$ cat src/rtl/lsu_ctrl_if.sv
// Memory-side request/response bus of the load/store unit.
// master = LSU, slave = memory.
interface lsu_ctrl_if;
    logic        o_mem_valid;
    logic        i_mem_ready;
    logic [31:0] o_mem_addr;
    logic        o_mem_we;
    logic [3:0]  o_mem_wstrb;
    logic [31:0] o_mem_wdata;
    logic        i_mem_rvalid;
    logic [31:0] i_mem_rdata;

    modport master (
        output o_mem_valid, o_mem_addr, o_mem_we,
        output o_mem_wstrb, o_mem_wdata,
        input  i_mem_ready, i_mem_rvalid, i_mem_rdata
    );

    modport slave (
        input  o_mem_valid, o_mem_addr, o_mem_we,
        input  o_mem_wstrb, o_mem_wdata,
        output i_mem_ready, i_mem_rvalid, i_mem_rdata
    );
endinterface

$ cat src/rtl/lsu_ctrl.sv
// RV32I load/store controller: one outstanding access,
// alignment/legality checks, lane steering and response timeout.
module lsu_ctrl #(
    parameter int unsigned WAIT_MAX = 255
) (
    input  logic        i_clk,
    input  logic        i_rst_n,
    input  logic        i_req,
    input  logic        i_we,
    input  logic [2:0]  i_funct3,
    input  logic [31:0] i_addr,
    input  logic [31:0] i_wdata,
    output logic        o_stall,
    output logic        o_done,
    output logic [31:0] o_rdata,
    output logic        o_err_misalign,
    output logic        o_err_timeout,
    lsu_ctrl_if.master  mem
);

    typedef enum logic [1:0] {
        IDLE = 2'd0,
        ADDR = 2'd1,
        RESP = 2'd2,
        DONE = 2'd3
    } state_t;

    localparam logic [7:0] CNT_LAST = 8'(WAIT_MAX - 1);

    state_t      state;
    logic        valid_q;
    logic        we_q;
    logic [2:0]  f3_q;
    logic [31:0] addr_q;
    logic [31:0] wdata_q;
    logic [7:0]  cnt;

    logic        legal;
    logic        misal;
    logic [7:0]  ld_b;
    logic [15:0] ld_h;
    logic [31:0] ld_data;
    logic [3:0]  st_strb;
    logic [31:0] st_data;

    always_comb begin
        legal = 1'b0;
        misal = 1'b0;
        if (i_we)
            legal = i_funct3 inside {3'b000, 3'b001, 3'b010};
        else
            legal = i_funct3 inside {3'b000, 3'b001, 3'b010,
                                     3'b100, 3'b101};
        // funct3[1:0] encodes access size for every legal code
        unique case (i_funct3[1:0])
            2'b01:   misal = i_addr[0];
            2'b10:   misal = |i_addr[1:0];
            default: misal = 1'b0;
        endcase
    end

    always_comb begin
        ld_b    = mem.i_mem_rdata[{addr_q[1:0], 3'b000} +: 8];
        ld_h    = addr_q[1] ? mem.i_mem_rdata[31:16]
                            : mem.i_mem_rdata[15:0];
        ld_data = mem.i_mem_rdata;
        unique case (f3_q)
            3'b000:  ld_data = {{24{ld_b[7]}}, ld_b};
            3'b001:  ld_data = {{16{ld_h[15]}}, ld_h};
            3'b100:  ld_data = {24'd0, ld_b};
            3'b101:  ld_data = {16'd0, ld_h};
            default: ld_data = mem.i_mem_rdata;
        endcase
    end

    always_comb begin
        st_strb = 4'b1111;
        st_data = wdata_q;
        unique case (f3_q[1:0])
            2'b00: begin
                st_strb = 4'b0001 << addr_q[1:0];
                st_data = {4{wdata_q[7:0]}};
            end
            2'b01: begin
                st_strb = 4'b0011 << {addr_q[1], 1'b0};
                st_data = {2{wdata_q[15:0]}};
            end
            default: begin
                st_strb = 4'b1111;
                st_data = wdata_q;
            end
        endcase
    end

    always_ff @(posedge i_clk) begin
        if (!i_rst_n) begin
            state          <= IDLE;
            valid_q        <= 1'b0;
            we_q           <= 1'b0;
            f3_q           <= 3'd0;
            addr_q         <= 32'd0;
            wdata_q        <= 32'd0;
            cnt            <= 8'd0;
            o_done         <= 1'b0;
            o_rdata        <= 32'd0;
            o_err_misalign <= 1'b0;
            o_err_timeout  <= 1'b0;
        end else begin
            o_done <= 1'b0;
            unique case (state)
                IDLE: begin
                    if (i_req) begin
                        we_q           <= i_we;
                        f3_q           <= i_funct3;
                        addr_q         <= i_addr;
                        wdata_q        <= i_wdata;
                        o_rdata        <= 32'd0;
                        o_err_misalign <= 1'b0;
                        o_err_timeout  <= 1'b0;
                        if (legal && !misal) begin
                            state   <= ADDR;
                            valid_q <= 1'b1;
                        end else begin
                            state          <= DONE;
                            o_done         <= 1'b1;
                            o_err_misalign <= legal & misal;
                        end
                    end
                end
                ADDR: begin
                    if (mem.i_mem_ready) begin
                        valid_q <= 1'b0;
                        if (we_q) begin
                            state  <= DONE;
                            o_done <= 1'b1;
                        end else begin
                            state <= RESP;
                            cnt   <= 8'd0;
                        end
                    end
                end
                RESP: begin
                    if (mem.i_mem_rvalid) begin
                        state   <= DONE;
                        o_done  <= 1'b1;
                        o_rdata <= ld_data;
                    end else if (cnt == CNT_LAST) begin
                        state         <= DONE;
                        o_done        <= 1'b1;
                        o_err_timeout <= 1'b1;
                        o_rdata       <= 32'd0;
                    end else begin
                        cnt <= cnt + 8'd1;
                    end
                end
                DONE: state <= IDLE;
                default: state <= IDLE;
            endcase
        end
    end

    assign o_stall = ((state == IDLE) & i_req)
                   | (state == ADDR)
                   | (state == RESP);

    assign mem.o_mem_valid = valid_q;
    assign mem.o_mem_addr  = valid_q ? {addr_q[31:2], 2'b00} : 32'd0;
    assign mem.o_mem_we    = valid_q & we_q;
    assign mem.o_mem_wstrb = (valid_q & we_q) ? st_strb : 4'd0;
    assign mem.o_mem_wdata = (valid_q & we_q) ? st_data : 32'd0;

endmodule

$ cat src/flat_wrapper.sv
// flat-port wrapper written by rule: the top's interface ports become plain ports
module lsu_ctrl_flat 
#(
    parameter int unsigned WAIT_MAX = 255
)
  (i_clk, i_rst_n, i_req, i_we, i_funct3, i_addr, i_wdata, o_stall, o_done, o_rdata, o_err_misalign, o_err_timeout, mem_o_mem_valid, mem_o_mem_addr, mem_o_mem_we, mem_o_mem_wstrb, mem_o_mem_wdata, mem_i_mem_ready, mem_i_mem_rvalid, mem_i_mem_rdata);
  lsu_ctrl_if mem_i ();
  input  logic i_clk;
  input  logic i_rst_n;
  input  logic i_req;
  input  logic i_we;
  input  logic [2:0] i_funct3;
  input  logic [31:0] i_addr;
  input  logic [31:0] i_wdata;
  output logic o_stall;
  output logic o_done;
  output logic [31:0] o_rdata;
  output logic o_err_misalign;
  output logic o_err_timeout;
  output wire logic [$bits(mem_i.o_mem_valid)-1:0] mem_o_mem_valid;
  output wire logic [$bits(mem_i.o_mem_addr)-1:0] mem_o_mem_addr;
  output wire logic [$bits(mem_i.o_mem_we)-1:0] mem_o_mem_we;
  output wire logic [$bits(mem_i.o_mem_wstrb)-1:0] mem_o_mem_wstrb;
  output wire logic [$bits(mem_i.o_mem_wdata)-1:0] mem_o_mem_wdata;
  input wire logic [$bits(mem_i.i_mem_ready)-1:0] mem_i_mem_ready;
  input wire logic [$bits(mem_i.i_mem_rvalid)-1:0] mem_i_mem_rvalid;
  input wire logic [$bits(mem_i.i_mem_rdata)-1:0] mem_i_mem_rdata;
  assign mem_o_mem_valid = mem_i.o_mem_valid;
  assign mem_o_mem_addr = mem_i.o_mem_addr;
  assign mem_o_mem_we = mem_i.o_mem_we;
  assign mem_o_mem_wstrb = mem_i.o_mem_wstrb;
  assign mem_o_mem_wdata = mem_i.o_mem_wdata;
  assign mem_i.i_mem_ready = mem_i_mem_ready;
  assign mem_i.i_mem_rvalid = mem_i_mem_rvalid;
  assign mem_i.i_mem_rdata = mem_i_mem_rdata;
  lsu_ctrl #(.WAIT_MAX(WAIT_MAX)) u_core (.i_clk(i_clk), .i_rst_n(i_rst_n), .i_req(i_req), .i_we(i_we), .i_funct3(i_funct3), .i_addr(i_addr), .i_wdata(i_wdata), .o_stall(o_stall), .o_done(o_done), .o_rdata(o_rdata), .o_err_misalign(o_err_misalign), .o_err_timeout(o_err_timeout), .mem(mem_i));
endmodule
$ cat config.mk
export PLATFORM = sky130hd
export DESIGN_NAME = lsu_ctrl_flat
export DESIGN_NICKNAME = d
export VERILOG_FILES = /design/src/rtl/lsu_ctrl_if.sv /design/src/rtl/lsu_ctrl.sv /design/src/flat_wrapper.sv
export SDC_FILE = /design/constraint.sdc
export NUM_CORES = 1
export LEC_CHECK = 0
export ABC_CLOCK_PERIOD_IN_PS = 4300
export CORE_ASPECT_RATIO = 1.2
export CORE_MARGIN = 4
export CORE_UTILIZATION = 30
export DETAILED_ROUTE_END_ITERATION = 8
export PLACE_DENSITY_LB_ADDON = 0.2
export SYNTH_ARGS = -nofsm -noshare
export SYNTH_HDL_FRONTEND = slang
export SYNTH_SLANG_ARGS = --single-unit
$ cat constraint.sdc
create_clock -name i_clk -period 4.3 [get_ports i_clk]
set_input_delay 0.645 -clock i_clk [delete_from_list [all_inputs] [get_ports i_clk]]
set_output_delay 0.645 -clock i_clk [all_outputs]
set_load 0.1 [all_outputs]
# After elaboration in Yosys (flattened, before gate mapping)
# Cells that the tools add are included.
[word_totals]
regBits = 114
word_cells = 101
[op_classes]
addsub = 1
eq_ne = 22
n_shift = 3
muxes = 41
n_bitwise = 5
n_reduce_logical = 18
[op_table]
columns = ["op", "count"]
rows = [
  ["$mux W32", 5],
  ["$pmux W32 S2", 2],
  ["$pmux W32 S4", 1],
  ["$mux W8", 4],
  ["$shiftx A32 B6 Y8", 1],
  ["$mux W16", 1],
  ["$pmux W8 S2", 1],
  ["$mux W1", 15],
  ["$eq A3 B3 Y1 const B", 4],
  ["$mux W2", 5],
  ["$ne A2 B2 Y1 const B", 5],
  ["$add A8 B1 Y8 const B", 1],
  ["$eq A8 B8 Y1 const B", 1],
  ["$pmux W2 S4", 1],
  ["$pmux W4 S2", 1],
  ["$reduce_and A4 Y1", 2],
  ["$eq A2 B1 Y1 const B", 3],
  ["$eq A2 B2 Y1 const B", 3],
  ["$eq A3 B1 Y1 const B", 2],
  ["$logic_not A3 Y1", 2],
  ["$pmux W1 S2", 3],
  ["$reduce_and A3 Y1", 2],
  ["$reduce_bool A2 Y1", 3],
  ["$reduce_and A5 Y1", 1],
  ["other kinds (16)", 21],
]

# Depth between registers and ports, before layout
[logic_depth]
depth_word = 7
ltp_mapped = 8

# Worst setup path before layout
# OpenSTA, ideal clock, no wires.
[synth_path]
kind = "register to output"
startpoint = "register u_core.valid_q (netlist: u_core.mem.o_mem_valid)"
endpoint = "output mem_o_mem_wstrb[2]"
arrival_time_ns = 3.645
setup_slack_ns = 0.010
stages_incl_launch_ff = 3
path_buffers = 0
path_cell_list = "dfxtp_1 > nand2_1 > nor3b_1"
[synth_between]
elab_chain_cells = 2
[synth_rtl]
columns = ["item", "line_no", "text"]
rows = [
  ["from (decl)", "lsu_ctrl.sv:31", "logic valid_q;"],
  ["from (signal assigned)", "lsu_ctrl.sv:98", "valid_q <= 1'b0;"],
  ["from (signal assigned)", "lsu_ctrl.sv:122", "valid_q <= 1'b1;"],
  ["from (signal assigned)", "lsu_ctrl.sv:132", "valid_q <= 1'b0;"],
  ["$and A1 B1 Y1", "lsu_ctrl.sv:169", "assign mem.o_mem_wstrb = (valid_q & we_q) ? st_strb : 4'd0;"],
  ["$mux W4", "lsu_ctrl.sv:169", ""],
  ["to (decl)", "flat_wrapper.sv:23", "output wire logic [$bits(mem_i.o_mem_wstrb)-1:0] mem_o_mem_wstrb;"],
]
# Every way passes these cells.

# Worst setup path after layout
[layout_path]
startpoint = "register u_core.valid_q (netlist: u_core.mem.o_mem_valid)"
endpoint = "output mem_o_mem_addr[5]"
[layout_between]
elab_chain_cells = 1
[layout_rtl]
columns = ["item", "line_no", "text"]
rows = [
  ["$mux W32", "lsu_ctrl.sv:167", "assign mem.o_mem_addr = valid_q ? {addr_q[31:2], 2'b00} : 32'd0;"],
  ["to (decl)", "flat_wrapper.sv:21", "output wire logic [$bits(mem_i.o_mem_addr)-1:0] mem_o_mem_addr;"],
]
# Every way passes these cells.

==> flow_summary.json <==
{
  "dp_hpwl_mm": 13.6,
  "die_y_um": 159,
  "mostFrequentLayoutCells": "nand2_1, clkdlybuf4s50_1, dfxtp_1",
  "grt-ovfl-total": 0,
  "h-tree-depth": 4,
  "drt_iter0_drc": 300,
  "synth_area_leaders": "dfxtp_1, nand2_1, a21oi_1",
  "setup_viol": 0,
  "final_cells": 1180,
  "min_from": "u_core.addr_q[13]",
  "clk_pin_slew_ns": 0.06,
  "grt_use_total_pct": 17.4,
  "critical_path_class": "flip-flop to output port",
  "status": "complete, no violations",
  "drtAntennaViolNets": 0,
  "synth.top_cell.area_share_pct": 40.1,
  "yosys_warnings": 0,
  "placed_area_sq_mm": 0.00784,
  "post-route-period-util_pct": 77.3,
  "postCtsSetupRepairBufs": 0,
  "die_area_sq_mm": 0.0212,
  "cts_root_buf": "clkbuf_16",
  "grt_pass1_vias": 5614,
  "rows": 54,
  "gp_congestion": 0.765,
  "fin_skew_ns": 0.00751,
  "final_cell_area_sq_mm": 0.00841,
  "max_slew.worst_pin.slew_ns": 1.03,
  "async_reset_ff_share_pct": 0,
  "max_cap_viol_count": 0,
  "antenna_found_initial": 1,
  "synthCells": 729,
  "max_stage_delay_ns": 1.13,
  "area_delta_synth_final_pct": 47.8,
  "cts_tree": "done",
  "max_clock_freq_ghz": 0.301,
  "cts_resized": 0,
  "critPathLaunchType": "flip-flop",
  "syn_avg_cell_area_sq_um": 7.80,
  "synth_cell_types": 57,
  "initial_core_util_pct": 31.0,
  "drt_first_pass_iters": 4,
  "maxSlewHeadroom_pct": 31.0,
  "ys.flop_type": "dfxtp_1",
  "clock_path_buffers": 2,
  "synth_area_sq_mm": 0.00569,
  "yosys_register_bits": 114,
  "cp-startpoint": "u_core.mem.o_mem_valid",
  "antenna_cells": 0,
  "worst-path-max-fanout": 25,
  "ys_seq_area_share_pct": 40.1,
  "nets": 1029,
  "p_leak_uw": 0.00316,
  "grt_max_degree": 63,
  "worstPathArrival_ns": 2.68,
  "finalHoldViolations": 0,
  "cts_buffers": 17,
  "die_w_um": 134,
  "fin_crit_ns": 3.33,
  "drt-total-wl_mm": 19.0,
  "crit_slowest_cell": "clkdlybuf4s50_1",
  "port-buffer-count": 208,
  "grt_pass1_wl_mm": 29.9,
  "end_kind": "output port",
  "peakVddDrop_mv": 0.357,
  "slew_viol_final": 0,
  "postCtsHoldBufs": 0,
  "drc": 0,
  "min_path_type": "flip-flop to flip-flop",
  "synth_edf_count": 0,
  "yosysTopAreaCell": "dfxtp_1",
  "path_cells": "buf_4, and2_1, clkdlybuf4s50_1",
  "cts.sinks": 114,
  "crit_required_ns": 3.65,
  "layout_commonest_cell": "nand2_1",
  "vias": 5738,
  "r2r-start": "u_core.addr_q[1]",
  "viasPerCell": 4.86,
  "dp.cells": 1148,
  "p_per_area_mw_per_mm2": 506,
  "utilization_pct": 45.8,
  "drive_above_1_share_pct": 11.4,
  "fin_setup_tns_ns": 0,
  "rsz0062_at_grt": "false",
  "coreArea_sq_mm": 0.0184,
  "wl_per_cell_um": 16.1,
  "io_pins": 211,
  "clk_latency_ns": 0.41
}
-- flip-flops by register name, indices dropped and copies added (netlist names), 2 cells and up --
signal	cells
u_core.addr_q	32
u_core.o_rdata	32
u_core.wdata_q	32
u_core.cnt	8
u_core.f3_q	3
u_core.state	2
-- cell usage after synthesis (all sizes together) (6+ instances only) --
cell / count
nand2b: 27
nand2: 186
mux2i: 19
nand3: 10
nor2b: 6
clkbuf: 34
and2: 33
buf: 21
and3: 10
a21oi: 98
mux2: 9
ha: 9
inv: 17
dfxtp: 114
nor2: 35
o21ai: 7
a32o: 12
a22o: 18
-- worst max-delay path: cells and delay by family (launching register included) --
family                 cells  cell delay (ns)
and+or+nand+nor            1             0.18
DFF                        1             0.63
buffers and inverters      2             1.46
-- power by group --
| group | internal [uW] | switching, uW | total [uW] |
|---|---|---|---|
| sequential | 1200 | 145 | 1350 |
| combinational | 478 | 1070 | 1550 |
| clock | 816 | 543 | 1360 |
| total | 2500 | 1760 | 4260 |
-- per-layer routing --
metal | track usage (%) | vias to the layer above | routed length, um
met4 | 5.57 | 2 | 335
met2 | 28.1 | 168 | 8880
li1 | - | 2869 | -
met1 | 22.0 | 2673 | 8490
met5 | 0 | - | 19
met3 | 5.63 | 26 | 1290
-- metrics by stage --
stage,total power [uW],worst slack [ns],hold WS (ns)
after floorplan,2490,0.00983,0.432
after global placement,2920,1.46,0.439
after detailed placement,2930,1.39,0.442
after CTS,4310,0.924,0.451
after global routing,4490,0.836,0.466
final,4260,0.974,0.448
-- path summary, 6_finish.rpt --
| kind | endpoint | slack [ns] | depth (start not counted) |
|---|---|---|---|
| worst max-delay path | mem_o_mem_addr[5] | 0.97 | 3 |
| worst min-delay path | u_core.addr_q[13] | 0.45 | 2 |
| worst max register to register | u_core.o_rdata[12] | 2.03 | 5 |
| worst min register to register | u_core.addr_q[13] | 0.45 | 2 |
-- cell families (layout without fill, tap and decap cells) --
group           count (synthesis)  count (layout)  synth area share, %
compound gates                169             169                 19.3
fa+ha+maj                       9               9                 1.98
buf+inv                        72             270                 5.59
flops                         114             114                 40.1
mux                            28              28                 5.13
other cells                     1               2               0.0659
simple gates                  336             336                 27.8
-- cell type report --
cell class | instances | area, sq um
clock inverters | 14 | 130
well taps | 252 | 315
flip-flops and latches | 114 | 2280
fillers | 1879 | 9970
inverters | 17 | 63.8
clock buffers | 18 | 439
repair buffers | 221 | 2080
multi-input cells | 544 | 3100
Note: power is estimated with default switching activity, not from simulation.
